### config.mk
export PLATFORM = sky130hd
export DESIGN_NAME = stream_demux_1ton
export DESIGN_NICKNAME = d
export VERILOG_FILES = /design/src/rtl/demux_pkg.sv /design/src/rtl/stream_slot.sv /design/src/rtl/stream_demux_1ton.sv
export SDC_FILE = /design/constraint.sdc
export NUM_CORES = 1
export LEC_CHECK = 0
export BUFFER_PORTS_ARGS = -buffer_cell sky130_fd_sc_hd__buf_4
export CAP_MARGIN = 10
export CORE_ASPECT_RATIO = 0.7
export CORE_MARGIN = 4
export CORE_UTILIZATION = 45
export CTS_BUF_LIST = sky130_fd_sc_hd__clkbuf_8
export DETAILED_ROUTE_END_ITERATION = 7
export PLACE_DENSITY_LB_ADDON = 0.05
export SYNTH_ARGS = -nofsm -noshare
export SYNTH_HDL_FRONTEND = slang
export SYNTH_SLANG_ARGS = --single-unit
### constraint.sdc
create_clock -name clk -period 3.5 [get_ports clk]
set_input_delay 0.175 -clock clk [delete_from_list [all_inputs] [get_ports clk]]
set_output_delay 0.175 -clock clk [all_outputs]
set_load 0.02 [all_outputs]
### src/rtl/demux_pkg.sv
// demux_pkg: shared types and default sizes for the 1-to-N stream demux.
//   mode_e  : SEL routes each word by in_sel; BURST deals burst_len words
//             to each channel in turn.
//   state_e : IDLE (SEL traffic, waiting for a BURST start) / RUN (burst pass).
package demux_pkg;

    typedef enum logic {
        SEL   = 1'b0,
        BURST = 1'b1
    } mode_e;

    typedef enum logic {
        IDLE = 1'b0,
        RUN  = 1'b1
    } state_e;

    localparam int DEF_DATA_W  = 16;
    localparam int DEF_NUM_OUT = 3;
    localparam int DEF_CNT_W   = 10;

endpackage

### src/rtl/stream_slot.sv
// stream_slot: one-entry output register for a single demux channel.
// Ports:
//   clk, rst_n  : clock, asynchronous active-low reset
//   load        : write load_data this cycle (only asserted when slot_ready)
//   load_data   : word to store
//   down_ready  : downstream ready for this channel
//   slot_ready  : slot can take a word this cycle (empty or draining now)
//   valid, data : channel output; data reads 0 whenever valid is 0
module stream_slot
    import demux_pkg::*;
#(
    parameter int DATA_W = DEF_DATA_W
) (
    input  logic              clk,
    input  logic              rst_n,
    input  logic              load,
    input  logic [DATA_W-1:0] load_data,
    input  logic              down_ready,
    output logic              slot_ready,
    output logic              valid,
    output logic [DATA_W-1:0] data
);

    logic              valid_q;
    logic [DATA_W-1:0] data_q;

    // A draining slot counts as free, so drain and refill in the same cycle
    // keeps a full word per cycle through the channel.
    assign slot_ready = !valid_q || down_ready;

    always_ff @(posedge clk or negedge rst_n) begin
        if (!rst_n) begin
            valid_q <= 1'b0;
            data_q  <= '0;
        end else if (load) begin
            valid_q <= 1'b1;
            data_q  <= load_data;
        end else if (down_ready) begin
            valid_q <= 1'b0;
            data_q  <= '0;
        end
    end

    assign valid = valid_q;
    assign data  = valid_q ? data_q : '0;

endmodule

### src/rtl/stream_demux_1ton.sv
// stream_demux_1ton: routes one input stream to NUM_OUT output channels.
//   SEL mode (in IDLE): each word goes to channel in_sel; an out-of-range
//   in_sel is accepted, dropped, and flagged by a one-cycle sel_err pulse.
//   BURST mode (in RUN): after a start pulse, burst_len words go to channel 0,
//   then burst_len to channel 1, ... ; pass_done pulses after the last one.
// Handshake: every port pair uses valid/ready; a word moves on a cycle where
//   both are high, valid never depends on ready, and ready may depend on valid
//   of the same side only through the target slot state.
// Ports:
//   clk, rst_n          : clock, asynchronous active-low reset
//   in_data/valid/ready : input stream
//   in_sel              : SEL-mode target channel
//   mode                : 0 = SEL, 1 = BURST (sampled in IDLE)
//   burst_len, start    : BURST words per channel, pass launch pulse
//   out_data/valid/ready: per-channel outputs, channel k at [k*DATA_W +: DATA_W]
//   busy                : high while a pass is running
//   pass_done, sel_err  : one-cycle status pulses
module stream_demux_1ton
    import demux_pkg::*;
#(
    parameter int DATA_W  = DEF_DATA_W,
    parameter int NUM_OUT = DEF_NUM_OUT,
    parameter int CNT_W   = DEF_CNT_W
) (
    input  logic                       clk,
    input  logic                       rst_n,
    input  logic [DATA_W-1:0]          in_data,
    input  logic                       in_valid,
    output logic                       in_ready,
    input  logic [$clog2(NUM_OUT)-1:0] in_sel,
    input  logic                       mode,
    input  logic [CNT_W-1:0]           burst_len,
    input  logic                       start,
    output logic [NUM_OUT*DATA_W-1:0]  out_data,
    output logic [NUM_OUT-1:0]         out_valid,
    input  logic [NUM_OUT-1:0]         out_ready,
    output logic                       busy,
    output logic                       pass_done,
    output logic                       sel_err
);

    localparam int SEL_W = $clog2(NUM_OUT);

    state_e             state, state_nx;
    mode_e              mode_c;
    logic [SEL_W-1:0]   ptr, ptr_nx;
    logic [CNT_W-1:0]   cnt, cnt_nx;
    logic [CNT_W-1:0]   len, len_nx;
    logic               pass_done_q, pass_done_nx;
    logic               sel_err_q, sel_err_nx;

    logic [SEL_W-1:0]   target;
    logic               target_ok;
    logic               tgt_ready;
    logic               in_ready_c;
    logic               accept;
    logic [NUM_OUT-1:0] slot_ready;
    logic [NUM_OUT-1:0] load;

    assign mode_c = mode_e'(mode);

    always_ff @(posedge clk or negedge rst_n) begin
        if (!rst_n) begin
            state       <= IDLE;
            ptr         <= '0;
            cnt         <= '0;
            len         <= '0;
            pass_done_q <= 1'b0;
            sel_err_q   <= 1'b0;
        end else begin
            state       <= state_nx;
            ptr         <= ptr_nx;
            cnt         <= cnt_nx;
            len         <= len_nx;
            pass_done_q <= pass_done_nx;
            sel_err_q   <= sel_err_nx;
        end
    end

    always_comb begin
        state_nx     = state;
        ptr_nx       = ptr;
        cnt_nx       = cnt;
        len_nx       = len;
        pass_done_nx = 1'b0;
        sel_err_nx   = 1'b0;
        target       = ptr;
        target_ok    = 1'b1;
        tgt_ready    = 1'b0;
        in_ready_c   = 1'b0;
        load         = '0;

        if (state == IDLE) begin
            target    = in_sel;
            target_ok = ({1'b0, in_sel} < (SEL_W+1)'(NUM_OUT));
        end

        for (int k = 0; k < NUM_OUT; k++) begin
            if (target == SEL_W'(k)) tgt_ready = slot_ready[k];
        end

        // Out-of-range SEL words are always accepted so they can be dropped.
        if (state == RUN)        in_ready_c = tgt_ready;
        else if (mode_c == SEL)  in_ready_c = target_ok ? tgt_ready : 1'b1;

        // Gated by rst_n so in_ready reads 0 while reset is held.
        accept = rst_n && in_ready_c && in_valid;

        for (int k = 0; k < NUM_OUT; k++) begin
            load[k] = accept && target_ok && (target == SEL_W'(k));
        end

        case (state)
            IDLE: begin
                sel_err_nx = accept && (mode_c == SEL) && !target_ok;
                if ((mode_c == BURST) && start && (burst_len != '0)) begin
                    state_nx = RUN;
                    ptr_nx   = '0;
                    cnt_nx   = '0;
                    len_nx   = burst_len;
                end
            end
            RUN: begin
                if (accept) begin
                    if (cnt == len - CNT_W'(1)) begin
                        cnt_nx = '0;
                        if (ptr == SEL_W'(NUM_OUT - 1)) begin
                            state_nx     = IDLE;
                            ptr_nx       = '0;
                            pass_done_nx = 1'b1;
                        end else begin
                            ptr_nx = ptr + SEL_W'(1);
                        end
                    end else begin
                        cnt_nx = cnt + CNT_W'(1);
                    end
                end
            end
            default: state_nx = IDLE;
        endcase
    end

    assign in_ready  = rst_n && in_ready_c;
    assign busy      = (state == RUN);
    assign pass_done = pass_done_q;
    assign sel_err   = sel_err_q;

    for (genvar k = 0; k < NUM_OUT; k++) begin : g_slot
        stream_slot #(
            .DATA_W(DATA_W)
        ) u_slot (
            .clk        (clk),
            .rst_n      (rst_n),
            .load       (load[k]),
            .load_data  (in_data),
            .down_ready (out_ready[k]),
            .slot_ready (slot_ready[k]),
            .valid      (out_valid[k]),
            .data       (out_data[k*DATA_W +: DATA_W])
        );
    end

endmodule

### Word level (Yosys, flattened, before mapping)

Cells that the tools add are included.

| operators by class | value |
|---|---|
| magnitude comparators | 1 |
| reduce and logical (&&, ||, !) cells | 25 |
| $add $sub $neg | 3 |
| eq/ne operators | 7 |
| bitwise operators | 2 |
| mux-type cells | 42 |

Operator list:

| operator | count |
|---|---|
| two-way mux 16 bit | 9 |
| two-way mux 10 bit | 3 |
| two-way mux 1 bit | 22 |
| case mux 10 bit (2 select lines) | 1 |
| adder 10 x 1 -> 10 bit (second input constant) | 1 |
| equality test 10 bit | 1 |
| logical AND 1 bit | 10 |
| two-way mux 2 bit | 5 |
| nonzero test 10 bit | 1 |
| subtractor 10 x 1 -> 10 bit (second input constant) | 1 |
| != test 2 x 1 -> 1 bit (second input constant) | 3 |
| nonzero test 2 bit | 3 |
| equality test 2 bit (second input constant) | 2 |
| logical NOT 1 bit | 4 |
| case mux 2 bit (2 select lines) | 1 |
| AND reduction 2 bit | 2 |
| logical OR 1 bit | 3 |
| AND reduction 3 bit | 1 |
| adder 2 x 1 -> 2 bit (second input constant) | 1 |
| equality test 2 x 1 -> 1 bit (second input constant) | 1 |
| logical NOT 2 bit | 1 |
| < comparator 2 bit (second input constant) | 1 |
| NOT 1 bit | 2 |
| case mux 1 bit (2 select lines) | 1 |

| word-level totals | value |
|---|---|
| input port bits | 36 |
| register bits after elaboration | 76 |
| output and inout port bits | 55 |
| word-level logic and storage cells | 92 |

### Longest topological paths before layout

Gate-level depths: netlist of the first run.

| logic depth | value |
|---|---|
| word-level depth | 13 |
| depth in mapped cells | 9 |
| depth with buffers taken out | 8 |

### Cells and area by module

Synthesis of the first run repeated with hierarchy kept, for this count alone.

| unflattened totals | value |
|---|---|
| cells, all modules | 440 |
| area total of the unflattened synthesis | 4311.6 sq um |

By module, submodules not included:

| module | cells each | seq. area each (sq um) | area an instance (sq um) | instances |
|---|---|---|---|---|
| stream_demux_1ton | 181 | 625.6 | 1717.9 | 1 |
| stream_slot (g_slot[1].u_slot ...) | 87 | 425.4 | 855.8 | 2 |
| stream_slot (g_slot[0].u_slot) | 85 | 425.4 | 882.1 | 1 |

### Worst setup path after synthesis of the first run

Ideal clock, no wire load.

| path | value |
|---|---|
| kind | register to register |
| start point | register state, in the netlist busy |
| end point | register cnt[2] |
| setup time | 0.140 ns |
| setup slack | 1.361 ns |
| buffers on the path | 2 |
| data arrival time | 1.999 ns |
| required time | 3.360 ns |
| period minus slack after synthesis | 2.139 ns |
| stages on the path, launching flop included | 9 |
| cell sequence | dfrtp_1 -> buf_2 -> mux2i_1 -> mux2i_1 -> nor2_1 -> o21ai_2 -> buf_2 -> mux2i_1 -> nor3_1 |

| on the way | value |
|---|---|
| word-level cells in the longest chain between the ends | 12 |
| elaborated cells on any way between the ends | 18 |
| classes of those cells | eq/ne: 4; mux: 9; bitwise: 1; reduce/logical: 4 |

Ends and longest elaborated chain:

| what | line | RTL |
|---|---|---|
| start, declared | stream_demux_1ton.sv:44 | `state_e state, state_nx;` |
| start signal, assigned | stream_demux_1ton.sv:71 | `state <= state_nx;` |
| two-way mux 2 bit | stream_demux_1ton.sv:93 | `if (state == IDLE) begin` |
| logical NOT 2 bit | stream_demux_1ton.sv:99 | `if (target == SEL_W'(k)) tgt_ready = slot_ready[k];` |
| two-way mux 1 bit (3 in series) | stream_demux_1ton.sv:99 |  |
| two-way mux 1 bit (2 in series) | stream_demux_1ton.sv:104 | `else if (mode_c == SEL) in_ready_c = target_ok ? tgt_ready : 1'b1;` |
| two-way mux 1 bit | stream_demux_1ton.sv:103 | `if (state == RUN) in_ready_c = tgt_ready;` |
| logical AND 1 bit (2 in series) | stream_demux_1ton.sv:107 | `accept = rst_n && in_ready_c && in_valid;` |
| != test 2 x 1 -> 1 bit (no source line) | - |  |
| AND reduction 2 bit (no source line) | - |  |
| end signal, assigned | stream_demux_1ton.sv:73 | `cnt <= cnt_nx;` |
| end, declared | stream_demux_1ton.sv:47 | `logic [CNT_W-1:0] cnt, cnt_nx;` |

Parallel ways exist; a longest one is shown, timed or not.
A chain may end at the register's enable or synchronous reset.

### Worst setup path after layout of the first run

| path | value |
|---|---|
| start point | register state, in the netlist busy |
| end point | register cnt[8] |

The elaborated chain is that of the path after synthesis.

==> results of run 1 <==
-- repair_timing --
| item | 4_1_cts | 5_1_grt |
|---|---|---|
| gates resized for setup | 0 | 0 |
| hold buffers | 2 | 0 |
| endpoints found under the hold margin | 4 | 0 |
-- per-layer routing --
metal	up-vias	global-route usage (%)	wire (µm)
li1	1727	-	-
met1	1657	34.31	5829
met2	106	28.16	4261
met3	9	5.431	687
met4	0	4.573	70
met5	-	0	0
-- flip-flops by register name, summed over array words and instances (netlist names) --
name	flops
len	10
busy	1
ptr	2
g_slot.u_slot.data_q	48
cnt	10
pass_done	1
g_slot.u_slot.valid	3
sel_err	1
-- metrics by stage --
stage          cells  utilization [%]
2_1_floorplan    466                -
3_3_place_gp     650            55.87
3_5_place_dp     650            55.87
4_1_cts          666            58.06
5_1_grt          666            58.06
6_report         666            58.06
-- logic make-up after synthesis --
| group | count (synthesis) |
|---|---|
| XOR/XNOR | 11 |
| buffers and inverters | 52 |
| adder cells (fa/ha/maj) | 2 |
| multiplexers | 9 |
| AND/OR/NAND/NOR | 235 |
| AO/OA/AOI/OAI | 81 |
| flip-flops | 76 |
-- tightest hold or removal path, stage by stage --
cell	delay [ns]
buf_4	0.08
nand2_1	0.04
nand2_1	0.04
-- power breakdown --
group / internal, W / switching, W
clock network: 0.000314 / 0.000319
registers: 0.000946 / 0.000116
logic: 0.000202 / 0.000240
total: 0.00146 / 0.000676
-- cell usage after synthesis, types with 2 or more instances --
master / instances
and2_1: 49
o21ai_1: 55
o21ai_0: 8
nand3b_1: 26
nor2b_1: 2
ha_1: 2
o211ai_1: 5
xor2_1: 5
nor2_1: 8
a221o_1: 2
or2_2: 3
nor3_1: 13
nand3_1: 11
nand4_1: 7
dfrtp_1: 76
inv_1: 20
nor3b_1: 2
clkbuf_1: 22
buf_2: 4
nand2_1: 64
xnor2_1: 6
nand2b_1: 26
or3b_1: 6
mux2i_1: 9
or4_1: 3
buf_4: 3
inv_2: 2
nor4_1: 3
and3_1: 4
o22ai_1: 2
-- area by class of cell --
cell class	count	share of cell area [%]
clock buffer	9	2.446
clock inverter	5	0.9387
inverter	22	1.630
multi-input combinational	338	40.14
sequential	76	37.55
tap	120	2.964
timing repair buffer	96	14.33
-- path summary, 6_finish.rpt --
check	startpoint	cells after the start	slack, ns	endpoint
max in group asynchronous	rst_n	3	2.21	g_slot[1].u_slot.data_q[12]
hold / removal	burst_len[4]	3	0.03	len[4]
min in group asynchronous	rst_n	2	0.16	g_slot[2].u_slot.data_q[10]
setup / recovery	busy	6	0.81	cnt[8]
setup reg to reg	busy	6	0.81	cnt[8]
hold reg to reg	len[9]	2	0.51	len[9]
==> impl_metrics.csv, run 1 <==
group,metric,value,unit
power_and_ir_drop,power_density,422.3,mW/mm²
grt,grt_pass1_wl,17670,µm
route,vias_per_cell,5.254,
clock_network,cts-buffers-inserted,9,
worst_setup_path,arrival,2.95,ns
worst_setup_path,critPathMaxStageDelay,0.64,ns
grt,gr-total-overflow,0,
sta,final_hold_viol_count,0,
worst_setup_path,crit_required,3.76,ns
sta,final-setup-viol-count,0,
final_layout,ff_latch_area,0.001902,mm²
route,drtIter0Drc,242,
clock_network,cts.sinks,76,
logic_synthesis,syn_area,0.004145,mm²
clock_network,clockBufferDepth,2,
sta,rsz0062_at_grt,"no",
sta,tns,0,ns
final_layout,num_antenna_cells,0,
logic_synthesis,ys_ff_latch,76,
sta,fin_ws,0.8090,ns
route,routedWlPerCell,16.29,µm
logic_synthesis,yosys.cell_types.count,48,
logic_synthesis,synth-compound-area-share,11.17,%
placed_design,pre_cts_ws,0.8368,ns
final_layout,num-nets-final,581,
logic_synthesis,synth_top_family_by_area,"simple AND/OR/NAND/NOR gates",
grt,first_global_vias,3354,
worst_setup_path,start_kind,"register",
logic_synthesis,yosys.area_share.simple,32.57,%
sta,fmax,371.6,MHz
clock_network,htreeDepth,3,
sta,drv_slew,0,
grt,grt_max_degree,74,
clock_network,cts.clk_slew.worst_paths,0.08,ns
sta,fin_crit_sh,76.89,%
logic_synthesis,avgSynthCellArea,8.895,µm²
final_layout,final_common_cell,"buf_4",
floorplan,rows,28,
sta,hold_ws,0.02708,ns
final_layout,final_cell_mix,"buf_4, dfrtp_1, nand2_1",
floorplan,start_util,47.52,%
final_layout,final_cell_area,0.005065,mm²
worst_setup_path,timing.critical_path.buf_inv,0,
final_layout,fillCellCount,786,
logic_synthesis,netlist.area_leader.share,45.88,%
power_and_ir_drop,p_leak,2.432,nW
route,antenna_left,0,
logic_synthesis,seq_area_frac_synth,45.88,%
run,drv_cap,0,
logic_synthesis,yosys.area.top_type,"dfrtp_1",
route,drc,0,
logic_synthesis,synth.area.mux_share,2.173,%
worst_setup_path,worstSetupPathType,"register to register",
floorplan,ioPinCount,91,
floorplan,core,0.008723,mm²
logic_synthesis,synth_warnings,0,
final_layout,syn2layout_area_growth,22.19,%
logic_synthesis,synthTopCellsByArea,"dfrtp_1, and2_1, o21ai_1, nand2_1, nand3b_1",
sta,slew_headroom,37.82,%
run_status,outcome,"complete, no violations",
power_and_ir_drop,vdd_ir_drop_max,0.4112,mV
placed_design,hpwl,7833,µm
final_layout,multi_input_area,0.002033,mm²
route,vias,3499,
logic_synthesis,synthXorXnorAreaFrac,2.324,%
route,firstDrtPassIters,5,
worst_setup_path,critPathCaptureType,"register",
power_and_ir_drop,p_total,0.002139,W
sta,worstMarginPinSlew,0.9327,ns
logic_synthesis,async_flop_share,100.0,%
logic_synthesis,synth-main-ff-cell,"dfrtp_1",
placed_design,io_buffers,90,
floorplan,dieArea,0.01084,mm²
logic_synthesis,synth_edf_count,0,
placed_design,place_congestion,0.8335,
worst_setup_path,path_cells,"mux2i_1 -> mux2i_1 -> nor2_1 -> o21ai_2 -> nor3_2 -> nor3_1",
clock_network,cts_root_buf,"clkbuf_8",
final_layout,layout-drive-gt1-share,22.34,%
clock_network,cts_tree,"built",
floorplan,die_width,122.7,µm
logic_synthesis,synth_nets,504,
worst_setup_path,cpMaxStageDelayCell,"dfrtp_1",
sta,clock_skew,0.009741,ns
worst_setup_path,cpMostUsedCell,"mux2i_1",
sta,period_minus_slack,2.691,ns
clock_network,cts_setup_buffers,0,
clock_network,clk_latency,0.35,ns
route,routed_wl,10850,µm
worst_setup_path,critPathMaxFanout,16,
grt,grt_use_total,21.27,%
floorplan,die_height,88.30,µm
worst_hold_path,hold_path.class,"input port to register",
logic_synthesis,syn_inst,466,
placed_design,place_area,0.004873,mm²
worst_setup_path,crit_family,"multiplexers",
logic_synthesis,synth_fa_ha_area_share,0.6037,%
grt,antenna_found_initial,0,
Power figures use the tool's default switching activity.
==> run 2: changes to the inputs <==
==> constraint.sdc (replaced) <==
create_clock -name clk -period 2.5 [get_ports clk]
set_input_delay 0.125 -clock clk [delete_from_list [all_inputs] [get_ports clk]]
set_output_delay 0.125 -clock clk [all_outputs]
set_load 0.02 [all_outputs]
==> impl_metrics.csv, run 2 (synthesized netlist as in run 1, its figures left out) <==
group,metric,value,unit
floorplan,dieArea,0.01084,mm²
worst_setup_path,reg2reg_from,"len[2]",
worst_hold_path,min_from,"in_data[6]",
power_and_ir_drop,power_density,582.7,mW/mm²
worst_setup_path,worstSetupPathType,"register to register",
clock_network,cts_tree,"built",
grt,grt_use_total,21.45,%
grt,gr-total-overflow,0,
worst_setup_path,r2r-end,"ptr[0]",
clock_network,cts.sinks,76,
route,firstDrtPassIters,5,
power_and_ir_drop,seq_power_share,48.0,%
final_layout,fillCellCount,790,
grt,antenna_found_initial,0,
final_layout,regMostFlops,"g_slot.u_slot.data_q",
final_layout,layout-drive-gt1-share,24.25,%
worst_setup_path,crit_required,2.76,ns
route,drtIter0Drc,242,
route,antenna_left,0,
worst_setup_path,start_kind,"register",
final_layout,num-nets-final,602,
route,routedWlPerCell,15.66,µm
sta,clock_skew,0.008912,ns
clock_network,clk_latency,0.35,ns
floorplan,ioPinCount,91,
worst_hold_path,holdPathStages,3,
placed_design,io_buffers,90,
clock_network,cts-buffers-inserted,9,
final_layout,final_cell_mix,"buf_4, dfrtp_1, nand2_1",
clock_network,cts.clk_slew.worst_paths,0.08,ns
power_and_ir_drop,combPwrFrac,21.9,%
sta,tns,0,ns
route,vias,3565,
sta,fin_crit_sh,92.11,%
worst_setup_path,arrival,2.57,ns
floorplan,start_util,47.52,%
floorplan,die_width,122.7,µm
route,routed_wl,10790,µm
run,drv_cap,0,
clock_network,cts_root_buf,"clkbuf_8",
worst_setup_path,r2r_cells,6,
power_and_ir_drop,p_total,0.003071,W
route,vias_per_cell,5.174,
floorplan,die_height,88.30,µm
placed_design,place_congestion,0.8058,
grt,grt_pass1_wl,18010,µm
power_and_ir_drop,p_int,0.002091,W
worst_hold_path,hold_path.class,"input port to register",
grt,grt_max_degree,63,
worst_setup_path,critPathMaxFanout,8,
final_layout,largest_reg_flops,48,
power_and_ir_drop,switching_share,31.90,%
clock_network,cts_setup_buffers,0,
clock_network,htreeDepth,3,
sta,final_hold_viol_count,0,
power_and_ir_drop,switching_power,0.0009796,W
floorplan,core,0.008723,mm²
worst_setup_path,regToRegSetupSlack,0.20,ns
power_and_ir_drop,vdd_ir_drop_max,0.3961,mV
clock_network,clockBufferDepth,2,
sta,final-setup-viol-count,0,
sta,drv_slew,0,
sta,rsz0062_at_grt,"no",
placed_design,hpwl,7913,µm
final_layout,syn2layout_area_growth,27.14,%
worst_hold_path,hold_end,"g_slot[0].u_slot.data_q[6]",
floorplan,rows,28,
final_layout,num_antenna_cells,0,
power_and_ir_drop,p_leak,2.518,nW
sta,fmax,434.3,MHz
run_status,outcome,"complete, no violations",
grt,first_global_vias,3482,
final_layout,final_common_cell,"buf_4",
sta,worstMarginPinSlew,0.7999,ns
worst_setup_path,critPathCaptureType,"register",
final_layout,reg.largest.list,"g_slot.u_slot.data_q x48, cnt x10, len x10",
sta,slew_headroom,46.67,%
power_and_ir_drop,power_frac_clock,30.1,%
route,drc,0,
sta,period_minus_slack,2.303,ns
## run 2: cell count changes in the layout (fill, tap and decap cells not counted), sizes merged
cell | before | now
buf | 94 | 105
clkinvlp | 0 | 3
clkinv | 2 | 3
inv | 24 | 22
dlygate4sd3 | 2 | 12
## run 2: layer usage
metal,up-vias,share of wire (%),global-route usage [%]
met5,-,0,0
met4,0,0.81,4.472
met3,13,6.5,4.537
met2,106,39,29.55
met1,1676,53,34.35
li1,1770,-,-
## run 2: worst max path at each step
stage           start  cells past startpoint  slack, ns     end
3_3_place_gp   len[2]                      6       0.32  ptr[1]
5_1_grt        len[2]                      6       0.01  ptr[1]
6_report       len[2]                      6       0.20  ptr[0]
2_1_floorplan    busy                      8       0.36  cnt[2]
4_1_cts        len[0]                      8       0.16  ptr[0]
3_5_place_dp   len[0]                      8       0.19  ptr[0]
## run 2: what timing repair did
item,CTS,global route
hold endpoints to repair,25,0
gates resized for setup,0,1
hold buffers,12,0
setup endpoints to repair,0,2
## run 2: cell type report
| class | count | area (µm²) | share of cell area [%] |
|---|---|---|---|
| well taps | 120 | 150.1 | 2.849 |
| inverters | 22 | 82.58 | 1.567 |
| clock buffers | 9 | 123.9 | 2.350 |
| clock inverters | 7 | 67.56 | 1.282 |
| multi-input cells | 338 | 2036 | 38.63 |
| repair buffers | 117 | 908.4 | 17.24 |
| flip-flops and latches | 76 | 1902 | 36.09 |
## run 2: stage by stage
stage	worst slack [ns]	cells	utilization, %	area (µm²)	hold slack [ns]
after detailed placement	0.1863	661	56.81	4956	0.007714
after floorplan	0.3612	466	-	4145	-0.1706
after CTS	0.1593	689	60.38	5268	0.01549
after global routing	0.01227	689	60.41	5270	0.03139
after global placement	0.3157	661	56.81	4956	0.0005775
final	0.1973	689	60.41	5270	0.02707
## run 2: worst max-delay path: stages, from the launching register on
cell and delay (ns):
dfrtp_1 0.49, or4_1 0.50, nor2_1 0.15, xnor2_1 0.15, nand4_2 0.25, or4_1 0.58, o211ai_1 0.10
## run 2: power groups by stage
stage	Clock [W]	Sequential, W	Combinational [W]
2_1_floorplan	0	0.00144	0.000474
6_report	0.000925	0.00147	0.000672
3_3_place_gp	0	0.00149	0.000633
4_1_cts	0.000949	0.00147	0.000669
3_5_place_dp	0	0.00149	0.000648
5_1_grt	0.00100	0.00149	0.000754
==> run 3: changes to the inputs <==
--- a/config.mk
+++ b/config.mk
@@ -5,6 +5,7 @@
 export SDC_FILE = /design/constraint.sdc
 export NUM_CORES = 1
 export LEC_CHECK = 0
+export ABC_AREA = 1
 export BUFFER_PORTS_ARGS = -buffer_cell sky130_fd_sc_hd__buf_4
 export CAP_MARGIN = 10
 export CORE_ASPECT_RATIO = 0.7
@@ -16,3 +17,4 @@
 export SYNTH_ARGS = -nofsm -noshare
 export SYNTH_HDL_FRONTEND = slang
 export SYNTH_SLANG_ARGS = --single-unit
+export TNS_END_PERCENT = 10
==> impl_metrics.csv, run 3 <==
group,metric,value,unit
logic_synthesis,avgSynthCellArea,7.236,µm²
logic_synthesis,ys_ff_latch,76,
final_layout,regMostFlops,"g_slot.u_slot.data_q",
logic_synthesis,yosys.area.top_type,"dfrtp_1",
sta,final-setup-viol-count,0,
clock_network,clockBufferDepth,2,
logic_synthesis,synth_nets,611,
route,routed_wl,11220,µm
clock_network,cts.sinks,76,
logic_synthesis,netlist.area_leader.share,45.87,%
grt,gr-total-overflow,0,
logic_synthesis,synth_warnings,0,
logic_synthesis,async_flop_share,100.0,%
logic_synthesis,synthTopCellsByArea,"dfrtp_1, nand2_1, nand3_1, inv_1, nor2_1",
power_and_ir_drop,vdd_ir_drop_max,0.3367,mV
worst_setup_path,cpMaxStageDelayCell,"dfrtp_1",
worst_setup_path,critPathMaxStageDelay,0.66,ns
grt,first_global_vias,3556,
worst_setup_path,arrival,2.11,ns
sta,rsz0062_at_grt,"no",
grt,grt_use_total,21.79,%
logic_synthesis,yosys.cell_types.count,35,
worst_setup_path,worstSetupPathType,"register to primary output",
final_layout,final_common_cell,"nand2_1",
clock_network,clk_latency,0.35,ns
sta,period_minus_slack,2.231,ns
placed_design,io_buffers,90,
placed_design,place_area,0.004895,mm²
grt,antenna_found_initial,0,
route,vias,3807,
sta,tns,0,ns
run,drv_cap,0,
run_status,outcome,"complete, no violations",
clock_network,cts_tree,"built",
floorplan,rows,28,
worst_setup_path,crit_family,"flip-flops",
clock_network,cts_root_buf,"clkbuf_8",
worst_hold_path,min_from,"burst_len[9]",
sta,fmax,448.3,MHz
logic_synthesis,synth_edf_count,0,
power_and_ir_drop,power_density,761.7,mW/mm²
route,firstDrtPassIters,5,
worst_setup_path,critPathMaxFanout,10,
final_layout,layout-drive-gt1-share,20.41,%
worst_setup_path,crit_start,"busy",
clock_network,htreeDepth,3,
final_layout,final_cell_mix,"nand2_1, buf_4, inv_1",
grt,grt_pass1_wl,18200,µm
sta,worstMarginPinSlew,0.9950,ns
worst_hold_path,hold_path.class,"input port to register",
logic_synthesis,yosys-top-cells-count,"nand2_1, inv_1, nand3_1",
route,vias_per_cell,4.783,
floorplan,core,0.008723,mm²
final_layout,num_antenna_cells,0,
sta,final_hold_viol_count,0,
route,drtIter0Drc,318,
sta,fin_crit_sh,89.23,%
final_layout,syn2layout_area_growth,26.70,%
worst_setup_path,path_cells,"nand2_2 -> o21ai_1 -> nor2_1 -> nand3_1 -> nand3_1 -> nand2_1 -> inv_1 -> nor3_1 -> buf_4",
grt,grt_max_degree,77,
placed_design,hpwl,8275,µm
clock_network,cts-buffers-inserted,9,
sta,drv_slew,0,
logic_synthesis,synth-main-ff-cell,"dfrtp_1",
floorplan,ioPinCount,91,
sta,hold_ws,0.02194,ns
final_layout,final_cell_area,0.005254,mm²
placed_design,place_congestion,0.8380,
final_layout,reg.largest.list,"g_slot.u_slot.data_q x48, cnt x10, len x10",
floorplan,die_height,88.31,µm
logic_synthesis,syn_area,0.004146,mm²
clock_network,cts_setup_buffers,0,
logic_synthesis,syn_inst,573,
logic_synthesis,synth_most_common_cell,"nand2_1",
worst_setup_path,reg2reg_from,"busy",
worst_setup_path,timing.critical_path.buf_inv,2,
route,routedWlPerCell,14.10,µm
clock_network,cts.clk_slew.worst_paths,0.08,ns
worst_setup_path,start_kind,"register",
floorplan,die_width,122.7,µm
final_layout,fillCellCount,820,
power_and_ir_drop,p_leak,3.234,nW
worst_setup_path,crit_required,2.38,ns
route,antenna_left,0,
final_layout,ff_latch_area,0.001902,mm²
floorplan,start_util,47.53,%
final_layout,largest_reg_flops,48,
floorplan,dieArea,0.01084,mm²
final_layout,num-nets-final,709,
worst_setup_path,critPathCaptureType,"primary output",
logic_synthesis,seq_area_frac_synth,45.87,%
route,drc,0,
sta,slew_headroom,33.66,%
worst_setup_path,cpMostUsedCell,"nand3_1",
sta,clock_skew,0.005660,ns
final_layout,multi_input_area,0.001775,mm²
-- run 3: kinds of logic after synthesis --
| group | share of synthesized area (%) |
|---|---|
| flops | 45.87 |
| simple gates | 37.75 |
| buf+inv | 11.32 |
| fa+ha+maj | 0.6034 |
| compound gates | 2.595 |
| xor+xnor | 1.056 |
| mux | 0.8147 |
-- run 3: through the flow --
stage / utilization, % / power, W / worst slack (ns) / std cells
after global placement: 56.11 / 0.002850 / 0.4070 / 768
after CTS: 60.23 / 0.004032 / 0.2437 / 796
after global routing: 60.23 / 0.004297 / 0.06125 / 796
after detailed placement: 56.11 / 0.002886 / 0.3146 / 768
after floorplan: - / 0.002531 / 0.6601 / 573
final: 60.23 / 0.004002 / 0.2692 / 796
-- run 3: worst reg2reg max path: stages (launching register included) --
cell and delay, ns:
dfrtp_1 0.66, nand2_2 0.15, inv_2 0.10, nor2_4 0.05, nand3_1 0.11, nand2_2 0.08, nor2_4 0.12, nand4_4 0.13
inv_4 0.11, nand3_4 0.22, inv_4 0.25, nand2_1 0.07, nand2_1 0.08
-- run 3: layout make-up --
| type | count | area share, % |
|---|---|---|
| clock buffer | 9 | 2.358 |
| timing repair buffer | 109 | 16.15 |
| clock inverter | 7 | 2.191 |
| tap | 120 | 2.858 |
| sequential | 76 | 36.20 |
| multi-input combinational | 388 | 33.79 |
| inverter | 87 | 6.454 |
-- run 3: timing repair --
item | 4_1_cts | 5_1_grt
endpoints found under the hold margin | 16 | 0
gates resized for setup | 0 | 0
hold buffers | 12 | 0
-- run 3: report_power, final --
group / leakage (nW) / internal (W) / total, W / switching (W)
Clock: 0.115 / 0.000659 / 0.00112 / 0.000460
Sequential: 1.01 / 0.00146 / 0.00170 / 0.000239
Combinational: 2.11 / 0.000438 / 0.00118 / 0.000746
Total: 3.23 / 0.00256 / 0.00400 / 0.00144
-- run 3: path summary, 6_finish.rpt --
check | endpoint | slack [ns] | depth (start not counted)
setup / recovery | in_ready | 0.27 | 9
hold reg to reg | g_slot[1].u_slot.data_q[11] | 0.50 | 2
setup reg to reg | g_slot[1].u_slot.data_q[8] | 0.30 | 12
hold / removal | len[9] | 0.02 | 2
min in group asynchronous | g_slot[2].u_slot.valid | 0.04 | 2
max in group asynchronous | len[7] | 1.82 | 2
-- run 3: layer usage --
layer  global-route usage (%)  share of wire (%)  vias to the layer above
met1                    34.22                 51                     1729
met5                        0                  0                        -
li1                         -                  -                     1940
met4                    6.098               0.96                        0
met3                    4.537                7.3                        9
met2                    30.14                 41                      129
